$ cat config.mk
export PLATFORM = sky130hd
export DESIGN_NAME = ic74x163_counter_n
export DESIGN_NICKNAME = d
export VERILOG_FILES = /design/src/rtl/ic74x163_counter_n.sv
export SDC_FILE = /design/constraint.sdc
export NUM_CORES = 1
export LEC_CHECK = 0
export CORE_AREA = 2 2 39 41
export CTS_CLUSTER_DIAMETER = 120
export CTS_CLUSTER_SIZE = 10
export DETAILED_ROUTE_END_ITERATION = 8
export DIE_AREA = 0 0 41 43
export HOLD_SLACK_MARGIN = 0.15
export MAX_ROUTING_LAYER = met4
export PLACE_DENSITY_LB_ADDON = 0.1
export SLEW_MARGIN = 20
export SYNTH_ARGS = -nofsm -noshare
export SYNTH_HDL_FRONTEND = slang
export SYNTH_SLANG_ARGS = --single-unit
$ cat constraint.sdc
create_clock -name clk -period 1.88 [get_ports clk]
set_input_delay 0.282 -clock clk [delete_from_list [all_inputs] [get_ports clk]]
set_output_delay 0.282 -clock clk [all_outputs]
set_load 0.02 [all_outputs]
$ cat src/rtl/ic74x163_counter_n.sv
// ----------------------------------------------------------------------------
// ic74x163_counter_n
//
// A 74163-class synchronous presettable binary counter with configurable
// width, modulus and count direction. It can be cascaded through the
// ripple-carry output, as on the real part.
//
// Parameters
//   WIDTH : counter width in bits (1..16)
//   MAX   : terminal count, 1 <= MAX <= 2^WIDTH-1; the modulus is MAX+1
//
// Ports
//   clk   in   1      rising-edge clock
//   rst   in   1      synchronous clear, active-high (highest priority)
//   load  in   1      synchronous parallel load, active-high
//   enp   in   1      count enable P (does not gate rco)
//   ent   in   1      count enable T (also gates rco)
//   up_dn in   1      1 = count up, 0 = count down
//   d     in   WIDTH  parallel load data
//   q     out  WIDTH  counter state
//   rco   out  1      ripple carry/borrow, combinational from q, ent, up_dn
// ----------------------------------------------------------------------------
module ic74x163_counter_n #(
    parameter int          WIDTH = 4,
    parameter int unsigned MAX   = (1 << WIDTH) - 1
) (
    input  logic             clk,
    input  logic             rst,
    input  logic             load,
    input  logic             enp,
    input  logic             ent,
    input  logic             up_dn,
    input  logic [WIDTH-1:0] d,
    output logic [WIDTH-1:0] q,
    output logic             rco
);

    localparam logic [WIDTH-1:0] MAX_V  = WIDTH'(MAX);
    localparam logic [WIDTH-1:0] ZERO_V = '0;
    localparam logic [WIDTH-1:0] ONE_V  = WIDTH'(1);

    logic [WIDTH-1:0] cnt_q;
    logic [WIDTH-1:0] cnt_d;

    logic             at_top;
    logic             at_zero;
    logic             count_en;
    logic [WIDTH-1:0] up_next;
    logic [WIDTH-1:0] dn_next;
    logic [WIDTH-1:0] step_next;

    // ">=" rather than "==" so an out-of-range loaded value (d > MAX)
    // is treated as terminal: it raises rco and wraps to zero on the
    // next up-count.
    assign at_top  = (cnt_q >= MAX_V);
    assign at_zero = (cnt_q == ZERO_V);

    assign count_en = enp & ent;

    assign up_next   = at_top  ? ZERO_V : (cnt_q + ONE_V);
    assign dn_next   = at_zero ? MAX_V  : (cnt_q - ONE_V);
    assign step_next = up_dn ? up_next : dn_next;

    // The conditional operators propagate an unknown select to unknown
    // result bits in 4-state simulation. An X/Z on load, the enables or
    // the direction therefore drives q to X instead of being masked.
    assign cnt_d = load     ? d
                 : count_en ? step_next
                 :            cnt_q;

    always_ff @(posedge clk) begin
        if (rst) begin
            cnt_q <= ZERO_V;
        end else begin
            cnt_q <= cnt_d;
        end
    end

    assign q = cnt_q;

    // Gated by ent only, so a cascade of stages can all share enp.
    assign rco = ent & (up_dn ? at_top : at_zero);

endmodule

==> flow_summary.ini <==
[outcome]
status = finished clean

[global_route]
grt_use_total = 0.1408
antenna_found_initial = 0
grt_max_degree = 9
grt_pass1_wl_mm = 1.614
grt_pass1_vias = 377
gr-total-overflow = 0

[route]
wire_per_inst_um = 10.76
via_per_inst = 4.625
dr.pass1.iters = 4
wl_um = 861
ant_nets = 0
drc = 0
num_vias = 370
drtIter0Drc = 13

[critical_path]
cp_max_fo = 4
worstSetupPathType = input pin to output pin
critPathCaptureType = output pin
reg2reg_depth = 4
worstPathArrival_ns = 1.41
rrSetupSlack_ns = 0.42
required_ns = 1.60
r2r-end = q[3]
r2r_start = q[3]
critPathLaunchType = input pin

[sta]
report.final.slew_viol_count = 0
period_share = 0.8990
maxSlewHeadroom = 0.7977
setup_slack_ns = 0.1899
fmax_ghz = 0.5917
finalSetupViolations = 0
worst_slew_pin_slew_ns = 0.3026
hold_viol_final = 0
fin_skew_ns = 0.0007329
post-route-min-period_ns = 1.690
rsz0062_at_grt = false

[logic_synthesis]
yosys_warnings = 0
synth_cell_types = 26
ys_seq_area_frac = 0.2471
postSynthCellCount = 42
synth_area_sq_um = 324.1
synth_seq_cells = 4
synth_nets = 54
syn_avg_cell_area_sq_um = 7.716

[final_layout]
utilization = 0.3924
largest_reg_flops = 4
layout-drive-gt1-share = 0.2188
nets = 78
diodes = 0
final_cell_mix = clkdlybuf4s50_1, a21oi_1, buf_4
stdcell_area_sq_um = 543.0
layout_commonest_cell = clkdlybuf4s50_1
fin_cells = 80
syn_to_final_growth_pct = 67.57

[cts]
cts-root-buf = clkbuf_4
cts_tree = done
insertion_delay_ns = 0.24
numCtsBuffers = 3
cts_buffer_depth = 2
clk_pin_slew_worst_paths_ns = 0.04
h-tree-depth = 1
cts_sinks = 4

[die]
dieWidth_um = 41
die_h_um = 43
io_pins = 15
fp-row-count = 14
core_region_area_sq_um = 1384
dieArea_sq_um = 1763
start_util = 0.2342

[place]
place_area_sq_um = 525.5
pre_cts_slack_ns = -0.2637
portBuffers = 14
placedCellCount = 77
hpwl_um = 635.2
place_congestion = 0.6562

[power_and_ir_drop]
p_total_mw = 0.3214
p_leak_nw = 0.2342
cellPowerDensity_nw_per_um2 = 591.8
ir_drop_uv = 292.3

[run]
cap_violations = 0

[hold_path]
hold_depth = 2
min_from = q[2]
hp-class = flop to flop
worst_hold_path.endpoint = q[2]
## layer usage
layer	GRT usage	routed length (um)	up-vias
li1	-	-	193
met1	0.1987	423	157
met2	0.1688	354	17
met3	0.03141	57	3
met4	0.1000	25	0
met5	-	0	-
## what timing repair did
item | 4_1_cts | 5_1_grt
hold buffers | 0 | 0
gates resized for setup | 1 | 2
endpoints found under the setup margin | 1 | 1
hold endpoints to repair | 0 | 0
buffers inserted | 0 | 0
## worst max-delay path: stages
cell and delay, ns:
clkdlybuf4s50_1 0.46, nand2b_1 0.18, o31ai_1 0.19, and2_1 0.15, clkbuf_2 0.16
## through the flow
step / TNS (ns) / hold slack, ns
floorplan: 0 / 0.3544
global placement: -0.2556 / 0.6564
detailed placement: -0.2637 / 0.6273
CTS: 0 / 0.6452
global route: 0 / 0.6826
finish: 0 / 0.6394
## how the worst max path moves through the flow
stage / start / endpoint / slack, ns / depth (start not counted)
2_1_floorplan: q[3] / q[3] / 0.39 / 4
3_3_place_gp: up_dn / rco / -0.26 / 5
3_5_place_dp: up_dn / rco / -0.26 / 5
4_1_cts: up_dn / rco / 0.002 / 5
5_1_grt: up_dn / rco / 0.08 / 5
6_report: up_dn / rco / 0.19 / 5
## cells in the mapped netlist
master	instances	area, sq um
xor2_1	2	17.52
nand4_1	1	6.260
mux2i_1	1	10.01
o21a_1	1	7.510
o21ai_0	1	5.000
and2_1	1	6.260
a21o_1	1	7.510
nor2b_1	1	6.260
nand2b_1	1	6.260
o21ai_1	1	5.000
clkbuf_1	1	3.750
ha_1	2	25.02
a21oi_1	6	30.03
a311oi_2	1	15.01
nand3_1	1	5.000
nor3_1	1	5.000
nand2_2	1	6.260
inv_1	3	11.26
or4_4	1	11.26
dfxtp_1	4	80.08
o31ai_1	1	7.510
inv_2	1	3.750
nor2_1	4	15.01
nand2_1	1	3.750
xnor2_1	1	8.760
a211oi_1	2	15.01
## area by class of cell
type,instances,area [sq um]
Fill cell,151,840.8
Multi-Input combinational cell,33,225.2
Timing Repair Buffer,20,180.2
Sequential cell,4,80.08
Clock buffer,3,22.52
Tap cell,16,20.02
Inverter,4,15.01
## logic make-up (layout without fill, tap and decap cells)
group           Yosys count  after routing  synth area share
compound gates           14             14            0.2857
flops                     4              4            0.2471
mux                       1              1           0.03089
xor+xnor                  3              3           0.08110
simple gates             13             13            0.2201
buf+inv                   5             27           0.05789
fa+ha+maj                 2              2           0.07721
## where the power goes
group / internal, mW / total (mW) / leakage, nW / switching (mW)
logic: 0.0610 / 0.113 / 0.187 / 0.0516
clock network: 0.0715 / 0.109 / 0.0138 / 0.0372
registers: 0.0923 / 0.0999 / 0.0332 / 0.00764
Power figures use the tool's default switching activity.
==> patch, RTL diff (same flow settings) <==
Register the output `q` once more, with the module's reset; this adds one clock of latency there. The other outputs are not delayed to match. Comments in the files are not updated.
--- a/src/rtl/ic74x163_counter_n.sv
+++ b/src/rtl/ic74x163_counter_n.sv
@@ -77,5 +77,11 @@
     end
 
-    assign q = cnt_q;
+    always_ff @(posedge clk) begin
+        if (rst) begin
+            q <= '0;
+        end else begin
+            q <= cnt_q;
+        end
+    end
 
     // Gated by ent only, so a cascade of stages can all share enp.
Function: changed (Yosys sat finds a counterexample within 4 cycles, from zero or initial values and one cycle with rst high).
==> patch against the unedited design <==
  * Non-clock buffer count up 1
  * Total power up 34%
  * Routed wire length up 7.8%
  * Worst setup slack worse by 0.021 ns
  * Synthesized area up 34%
  * Critical path depth up 1
  * Sequential cell count up 4
  * Design area up 21%
  * Utilization up 8.0 points
  * Critical path type is now reg2out
==> patch: results (changes against the unedited design) <==
STA
The count of endpoints failing hold in the final timing report came to 0 (unchanged). The final setup skew is 0.00590 ns (+0.00517 ns). The relative max-transition margin is 0.807 (+0.00979).

Yosys
Ranked by instance count, the synthesized netlist is headed by dfxtp_1, a21oi_1, nor2_1. The share of the yosys chip area belonging to registers was 0.370 (+0.123). The number of instances in the synthesized netlist is 51 (+21%). The distinct cell type count after synthesis is 27 (+3.8%). The synthesized net count came to 63 (+17%).

The share of flip-flops with an asynchronous set or reset after synthesis is 0 (unchanged). The count of warnings emitted by yosys came to 0 (unchanged). After synthesis, the cell types taking the most area are dfxtp_1, a21oi_1, ha_1.

Min path
The path class of the tightest hold or removal check is reg2reg. The source of the worst hold timing path is cnt_q[2]$_SDFFE_PP0P_.

Clock tree
The clock transition at the registers of the reported paths is 0.05 ns. The total CTS buffers came to 3 (unchanged). The cell sitting at the root of the clock tree is a clkbuf_4. The number of H-tree branching levels is 1 (unchanged). The clock reaches the later pin of the worst-skew pair after roughly 0.25 ns.

The clock tree buffer depth was 2 (unchanged).

Global route
The number of antenna violations at the first check in global routing is 0 (unchanged). The met2 routing resource usage after global routing came to 0.181 (+0.0125). The first-pass GRT wire length came to 1550 um (-4.3%). The global routing usage on met3 was 0.0628 (+0.0314). The overall track demand over capacity in global routing came to 0.135 (-0.00589). The global routing met1 resource utilization is 0.168 (-0.0310). The via count of the first global-routing pass is 373 (-1.1%). The maximum number of pins on one net before global-route repair is 9 (unchanged).

Run status
The flow ran to the end, and the final reports show no timing, DRC or antenna violations.

Placed design
The HPWL after detailed placement came to 734 um (+15%). The post-place setup slack came to -0.205 ns (+0.0583 ns). The weighted congestion reported at the end of routability-driven placement is 0.713 (+8.7%). The number of port buffers is 14 (unchanged).

Setup path
The launching instance or port of the critical path is cnt_q[1]$_SDFFE_PP0P_. The maximum cell stage delay along the critical path is 0.36 ns (-0.10 ns). Broken down by cell family, the worst path's largest delay share belongs to flip-flops.

The cell with the largest stage delay on the worst path is dfxtp_1. The maximum fanout along the worst path was 6 (+2).

Pwr
The maximum vdd drop came to 0.355 mV (+21%). The switching share of power came to 0.266 (-0.0341). The leakage power is 0.268 nW (+15%).

Final layout
The largest registers in the layout are cnt_q: 4 flops, q: 4 flops. The share of post-route cells with drive strength above 1 is 0.205 (-0.0133). The number of nets in the finished design is 87 (+12%). The total inserted antenna cells is 0 (unchanged).

Drt
The routed wire length per instance is 10.4 um (-3.1%). The DRC violation total after the first TritonRoute iteration is 4 (-9). The detail-routed via count per cell is 4.71 (+1.8%). The first-pass iteration count of the detailed router was 4 (unchanged).
[patch: cell type report]
class | instances | area (um^2)
fillers | 150 | 729
multi-input cells | 37 | 249
repair buffers | 21 | 188
flip-flops and latches | 8 | 160
clock buffers | 3 | 22.5
well taps | 16 | 20.0
inverters | 4 | 15.0
[patch: stage by stage]
| step | power (W) | cells | cell area [um^2] | hold WS, ns | setup TNS [ns] |
|---|---|---|---|---|---|
| floorplan | 0.000254 | 51 | 433 | 0.429 | 0 |
| global placement | 0.000310 | 86 | 637 | 0.560 | -0.184 |
| detailed placement | 0.000308 | 86 | 637 | 0.555 | -0.205 |
| CTS | 0.000439 | 89 | 659 | 0.570 | 0 |
| global route | 0.000460 | 89 | 654 | 0.596 | 0 |
| finish | 0.000431 | 89 | 654 | 0.582 | 0 |
[patch: layer usage]
metal,routed length [um],vias up
met1,461,186
met3,45,0
li1,-,224
met4,0,0
met5,0,-
met2,421,9
[patch: tightest hold or removal path, cell delays in order (launching register included)]
cell and delay [ns]:
dfxtp_1 0.35, inv_2 0.13, nor2_1 0.06
[patch: path summary, 6_finish.rpt]
check,depth (start not counted),to,slack (ns)
setup / recovery,6,rco,0.17
hold / removal,2,q[2]$_SDFF_PP0_,0.58
setup reg to reg,6,cnt_q[1]$_SDFFE_PP0P_,0.48
hold reg to reg,2,q[2]$_SDFF_PP0_,0.58
[patch: power by group through the flow]
stage	sequential (W)	clock [W]	combinational [W]
floorplan	0.000200	0	0.0000541
global placement	0.000195	0	0.000115
detailed placement	0.000195	0	0.000113
CTS	0.000191	0.000134	0.000114
global route	0.000192	0.000145	0.000123
finish	0.000191	0.000128	0.000113
[patch: timing repair]
action,in CTS,in global routing
pin swaps,0,0
resized for setup,2,1
setup endpoints to repair,1,1
setup buffers,0,0
[patch: cells by family after synthesis]
family,count (synthesis),synth area share
xor+xnor,3,0.0607
flops,8,0.370
fa+ha+maj,2,0.0578
simple gates,16,0.205
buf+inv,6,0.0549
compound gates,15,0.228
mux,1,0.0231
